==> config.mk <==
export PLATFORM = sky130hd
export DESIGN_NAME = tone_decoder
export DESIGN_NICKNAME = d
export VERILOG_FILES = /design/src/rtl/tone_decoder.sv
export SDC_FILE = /design/constraint.sdc
export NUM_CORES = 1
export LEC_CHECK = 0
export BUFFER_PORTS_ARGS = -buffer_cell sky130_fd_sc_hd__buf_4
export CORE_UTILIZATION = 40
export DETAILED_ROUTE_END_ITERATION = 8
export PLACE_DENSITY = 0.59
export SLEW_MARGIN = 20
export SYNTH_ARGS = -nofsm -noshare
export SYNTH_HDL_FRONTEND = slang
export SYNTH_SLANG_ARGS = --single-unit
==> constraint.sdc <==
create_clock -name sys_clk -period 7.3 [get_ports sys_clk]
set_input_delay 1.825 -clock sys_clk [delete_from_list [all_inputs] [get_ports sys_clk]]
set_output_delay 1.825 -clock sys_clk [all_outputs]
set_load 0.005 [all_outputs]
==> src/rtl/tone_decoder.sv <==
// Measures the tone_in period and reports a scale note after MATCH_CNT matching periods.
// Capture occurs on the cycle rise is high; classification takes 1 cycle and outputs 1 more. There is no backpressure.
module tone_decoder #(
    parameter logic [17:0] PERIOD_1  = 18'd190841,
    parameter logic [17:0] PERIOD_2  = 18'd170069,
    parameter logic [17:0] PERIOD_3  = 18'd151516,
    parameter logic [17:0] PERIOD_4  = 18'd143267,
    parameter logic [17:0] PERIOD_5  = 18'd127552,
    parameter logic [17:0] PERIOD_6  = 18'd113637,
    parameter logic [17:0] PERIOD_7  = 18'd101216,
    parameter logic [17:0] TOL       = 18'd2000,
    parameter logic [2:0]  MATCH_CNT = 3'd3,
    parameter logic [17:0] TIMEOUT   = 18'd250000
) (
    input  logic        sys_clk,
    input  logic        sys_rst_n,
    input  logic        tone_in,
    output logic [2:0]  note_code,
    output logic        note_valid,
    output logic        note_strobe,
    output logic [17:0] period_out
);

    typedef enum logic {S_IDLE, S_ARMED} state_t;

    localparam logic [17:0] PER [7] = '{PERIOD_1, PERIOD_2, PERIOD_3, PERIOD_4,
                                         PERIOD_5, PERIOD_6, PERIOD_7};

    state_t      state_q, state_d;
    logic [2:0]  sync_q;
    logic [17:0] per_cnt_q;
    logic        meas_vld_q, cls_vld_q;
    logic [2:0]  cand_q, prev_cand_q, run_q;
    logic [2:0]  cand_d, run_d;
    logic [3:0]  run_inc;
    logic [18:0] p_ext;
    logic        rise, timeout, to_evt, meas;

    assign rise    = sync_q[1] & ~sync_q[2];
    assign timeout = (per_cnt_q == TIMEOUT);

    always_comb begin
        state_d = state_q;
        meas    = 1'b0;
        to_evt  = 1'b0;
        case (state_q)
            S_IDLE: begin
                if (rise) state_d = S_ARMED;
            end
            S_ARMED: begin
                // A rise coinciding with timeout becomes the new reference edge.
                if (timeout) begin
                    to_evt  = 1'b1;
                    state_d = rise ? S_ARMED : S_IDLE;
                end else if (rise) begin
                    meas = 1'b1;
                end
            end
            default: state_d = S_IDLE;
        endcase
    end

    always_comb begin
        p_ext  = {1'b0, period_out};
        cand_d = 3'd0;
        // Scan from the top so the lowest matching note wins on overlap.
        for (int k = 6; k >= 0; k--) begin
            if ((p_ext + {1'b0, TOL} >= {1'b0, PER[k]}) &&
                (p_ext <= {1'b0, PER[k]} + {1'b0, TOL}))
                cand_d = 3'(k + 1);
        end
        run_inc = {1'b0, run_q} + 4'd1;
        if (cand_d == 3'd0)
            run_d = 3'd0;
        else if (cand_d == prev_cand_q)
            run_d = (run_inc >= {1'b0, MATCH_CNT}) ? MATCH_CNT : run_inc[2:0];
        else
            run_d = 3'd1;
    end

    always_ff @(posedge sys_clk or negedge sys_rst_n) begin
        if (!sys_rst_n) begin
            state_q     <= S_IDLE;
            sync_q      <= 3'd0;
            per_cnt_q   <= 18'd0;
            meas_vld_q  <= 1'b0;
            cls_vld_q   <= 1'b0;
            cand_q      <= 3'd0;
            prev_cand_q <= 3'd0;
            run_q       <= 3'd0;
            period_out  <= 18'd0;
            note_code   <= 3'd0;
            note_valid  <= 1'b0;
            note_strobe <= 1'b0;
        end else begin
            state_q     <= state_d;
            sync_q      <= {sync_q[1:0], tone_in};
            meas_vld_q  <= meas;
            note_strobe <= 1'b0;

            if (rise)
                per_cnt_q <= 18'd0;
            else if (!timeout)
                per_cnt_q <= per_cnt_q + 18'd1;

            if (meas)
                period_out <= per_cnt_q + 18'd1;

            if (to_evt) begin
                cls_vld_q   <= 1'b0;
                run_q       <= 3'd0;
                prev_cand_q <= 3'd0;
            end else begin
                cls_vld_q <= meas_vld_q;
                if (meas_vld_q) begin
                    cand_q      <= cand_d;
                    prev_cand_q <= cand_d;
                    run_q       <= run_d;
                end
            end

            if (to_evt) begin
                note_strobe <= (note_code != 3'd0);
                note_code   <= 3'd0;
                note_valid  <= 1'b0;
            end else if (cls_vld_q) begin
                // A differing candidate below MATCH_CNT leaves the current note in place.
                if (run_q == MATCH_CNT && cand_q != note_code) begin
                    note_code   <= cand_q;
                    note_valid  <= 1'b1;
                    note_strobe <= 1'b1;
                end else if (cand_q == 3'd0 && note_code != 3'd0) begin
                    note_code   <= 3'd0;
                    note_valid  <= 1'b0;
                    note_strobe <= 1'b1;
                end
            end
        end
    end

endmodule
==> qor.yml <==
status: "finished, final reports clean"
grt_use_total_pct: 21.7
grt_pass1_wl_um: 18000
wl_met2_um: 4960
cts_buffers: 5
syn_avg_cell_area_um2: 8.36
leakagePower_nw: 1.80
pre_cts_ws_ns: 3.42
yosysWarningCount: 0
crit_cells: 11
cts_sinks: 56
cts-resized-gates: 0
syn_area_um2: 4070
r2r_slack_ns: 3.37
drc: 0
row_count: 36
pin_count: 26
hold_viol_final: 0
crit_family: "compound AO/OA/AOI/OAI gates"
synth_edf_count: 0
synthSimpleGateAreaFrac_pct: 28.9
vias: 3676
path_cells: "ha_1 -> or4_4 -> o31ai_1 -> a21oi_1 -> a311o_1 -> a211oi_2 -> o21ba_2 -> o21ai_1 -> xnor2_1 -> nand3_1 -> o41ai_2"
cp.arrival_ns: 4.14
wl_met1_um: 5030
placeableCoreArea_um2: 9820
synth.distinct_cells: 79
power_density_nw_per_um2: 148
mostFrequentLayoutCells: "60 x nand2_1, 56 x dfrtp_1, 40 x nor2_1"
htree_num_levels: 2
period_needed_ns: 3.93
synth_top_family_by_area: "simple AND/OR/NAND/NOR gates"
grt_max_degree: 57
holdCritPathClass: "flop to flop"
place.gp.congestion: 0.931
cap_viol_max_count: 0
yosysSeqAreaShare_pct: 34.4
first_pass_iters: 6
crit_path_end_kind: "flop"
cts_setup_buffers: 0
cts_tree: "done"
cpPeakStageDelay_ns: 0.58
synthAdderAreaFrac_pct: 2.77
setup.worst_path.end: "run_q[2]"
drive_gt1_share_pct: 11.1
required_ns: 7.51
placed_area_um2: 4280
drt_wl_total_um: 10800
die-area_um2: 10600
min_period_over_period_pct: 53.9
port-buffer-count: 25
synth_xor_area_share_pct: 6.67
initial_utilization_pct: 41.5
insertion_delay_ns: 0.30
cts_buffer_depth: 2
met3_length_um: 494
wl_per_cell_um: 17.5
crit_start: "period_out[4]"
setup_viol: 0
yosys_register_bits: 56
ant_nets: 0
drv_slew: 0
vias_per_cell: 5.93
worstRegToRegCells: 11
drt_iter0_drc: 347
start_kind: "flop"
top_layer: "met4"
total_power_w: 0.000648
die_y_um: 103
cp_slowest_cell: "dfrtp_1"
peakVddDrop_uv: 125
critPathKind: "flop to flop"
antenna_found_initial: 0
dpl.hpwl_um: 7960
syn-instance-count: 487
synth-compound-area-share_pct: 21.4
cts-root-buf: "clkbuf_8"
relSlewSlack_pct: 43.3
area_delta_synth_final_pct: 7.35
critPathBufInv: 0
worstMarginPinSlew_ns: 0.847
r2r_start: "period_out[4]"
fin_area_um2: 4370
synth_flop_cell: "dfrtp_1"
die_w_um: 103
cts_hold_buf: 0
overflow: 0
layout.nets: 498
worstHoldStart: "sync_q[0]"
grt_pass1_vias: 3462
crit_fanout: 20
rsz0062_at_grt: "false"
final_common_cell: "nand2_1"
fmax_ghz: 0.254
tns_ns: 0
worst_r2r_endpoint: "run_q[2]"
synth_mux_area_share_pct: 0.769
clk_pin_slew_ns: 0.10
diodes: 0
fin_skew_ns: 0.00789
async_flop_share_pct: 100
setup_slack_ns: 3.37
syn_nets: 499
[Yosys cell counts (7+ instances only)]
cell      count  area (µm²)
nand2b_1      7        43.8
nand3_1      25         125
a211oi_1      7        52.6
nor2b_1      12        75.1
o21ai_0      23         115
nor4_1       12        75.1
xnor2_1      15         131
dfrtp_1      56        1400
nand4_1       8        50.1
inv_1        13        48.8
xor2_1       16         140
nor2_1       40         150
a31oi_1       9        56.3
clkbuf_1     26        97.6
a21oi_1      25         125
nor3_1       16        80.1
nand2_1      60         225
ha_1          9         113
[cell type report]
cell class | instances | area [µm²]
multi-input cells | 383 | 2460
repair buffers | 27 | 203
flip-flops and latches | 56 | 1400
clock inverters | 2 | 13.8
inverters | 13 | 48.8
fillers | 1034 | 5450
well taps | 133 | 166
clock buffers | 6 | 72.6
[per-stage QoR]
| step | cells | hold slack [ns] | utilization [%] |
|---|---|---|---|
| floorplan | 487 | 0.331 | - |
| global route | 620 | 0.377 | 44.5 |
| global placement | 612 | 0.351 | 43.6 |
| detailed placement | 612 | 0.338 | 43.6 |
| finish | 620 | 0.373 | 44.5 |
| CTS | 620 | 0.372 | 44.5 |
[report_power, final]
part | leakage (nW) | internal [W] | total (W) | switching (W)
logic | 0.999 | 0.0000493 | 0.000104 | 0.0000542
registers | 0.758 | 0.000327 | 0.000378 | 0.0000502
clock network | 0.0456 | 0.0000687 | 0.000167 | 0.0000980
total | 1.80 | 0.000445 | 0.000648 | 0.000202
[cells by family after synthesis]
group | Yosys count
flops | 56
buf+inv | 48
xor+xnor | 31
simple gates | 219
fa+ha+maj | 9
compound gates | 121
mux | 3
[flip-flops by register name (all words and copies together), names as in the netlist]
register and cells:
cls_vld_q 1, note_valid 1, prev_cand_q 3, sync_q 3, note_code 3, note_strobe 1
run_q 3, meas_vld_q 1, state_q 1, cand_q 3, per_cnt_q 18, period_out 18
[routing by layer]
metal  vias up  GRT usage (%)
li1       1776              -
met1      1746           32.0
met2       126           32.8
met3        28           1.90
met4         0           8.67
met5         -              0
[worst min-delay path by stage]
stage	slack (ns)	cells past startpoint	endpoint
2_1_floorplan	0.33	0	sync_q[1]
3_3_place_gp	0.35	0	sync_q[1]
3_5_place_dp	0.34	0	sync_q[1]
4_1_cts	0.37	0	sync_q[1]
5_1_grt	0.38	0	sync_q[1]
6_report	0.37	0	sync_q[1]
No activity file was read; power rests on OpenSTA's default activity.
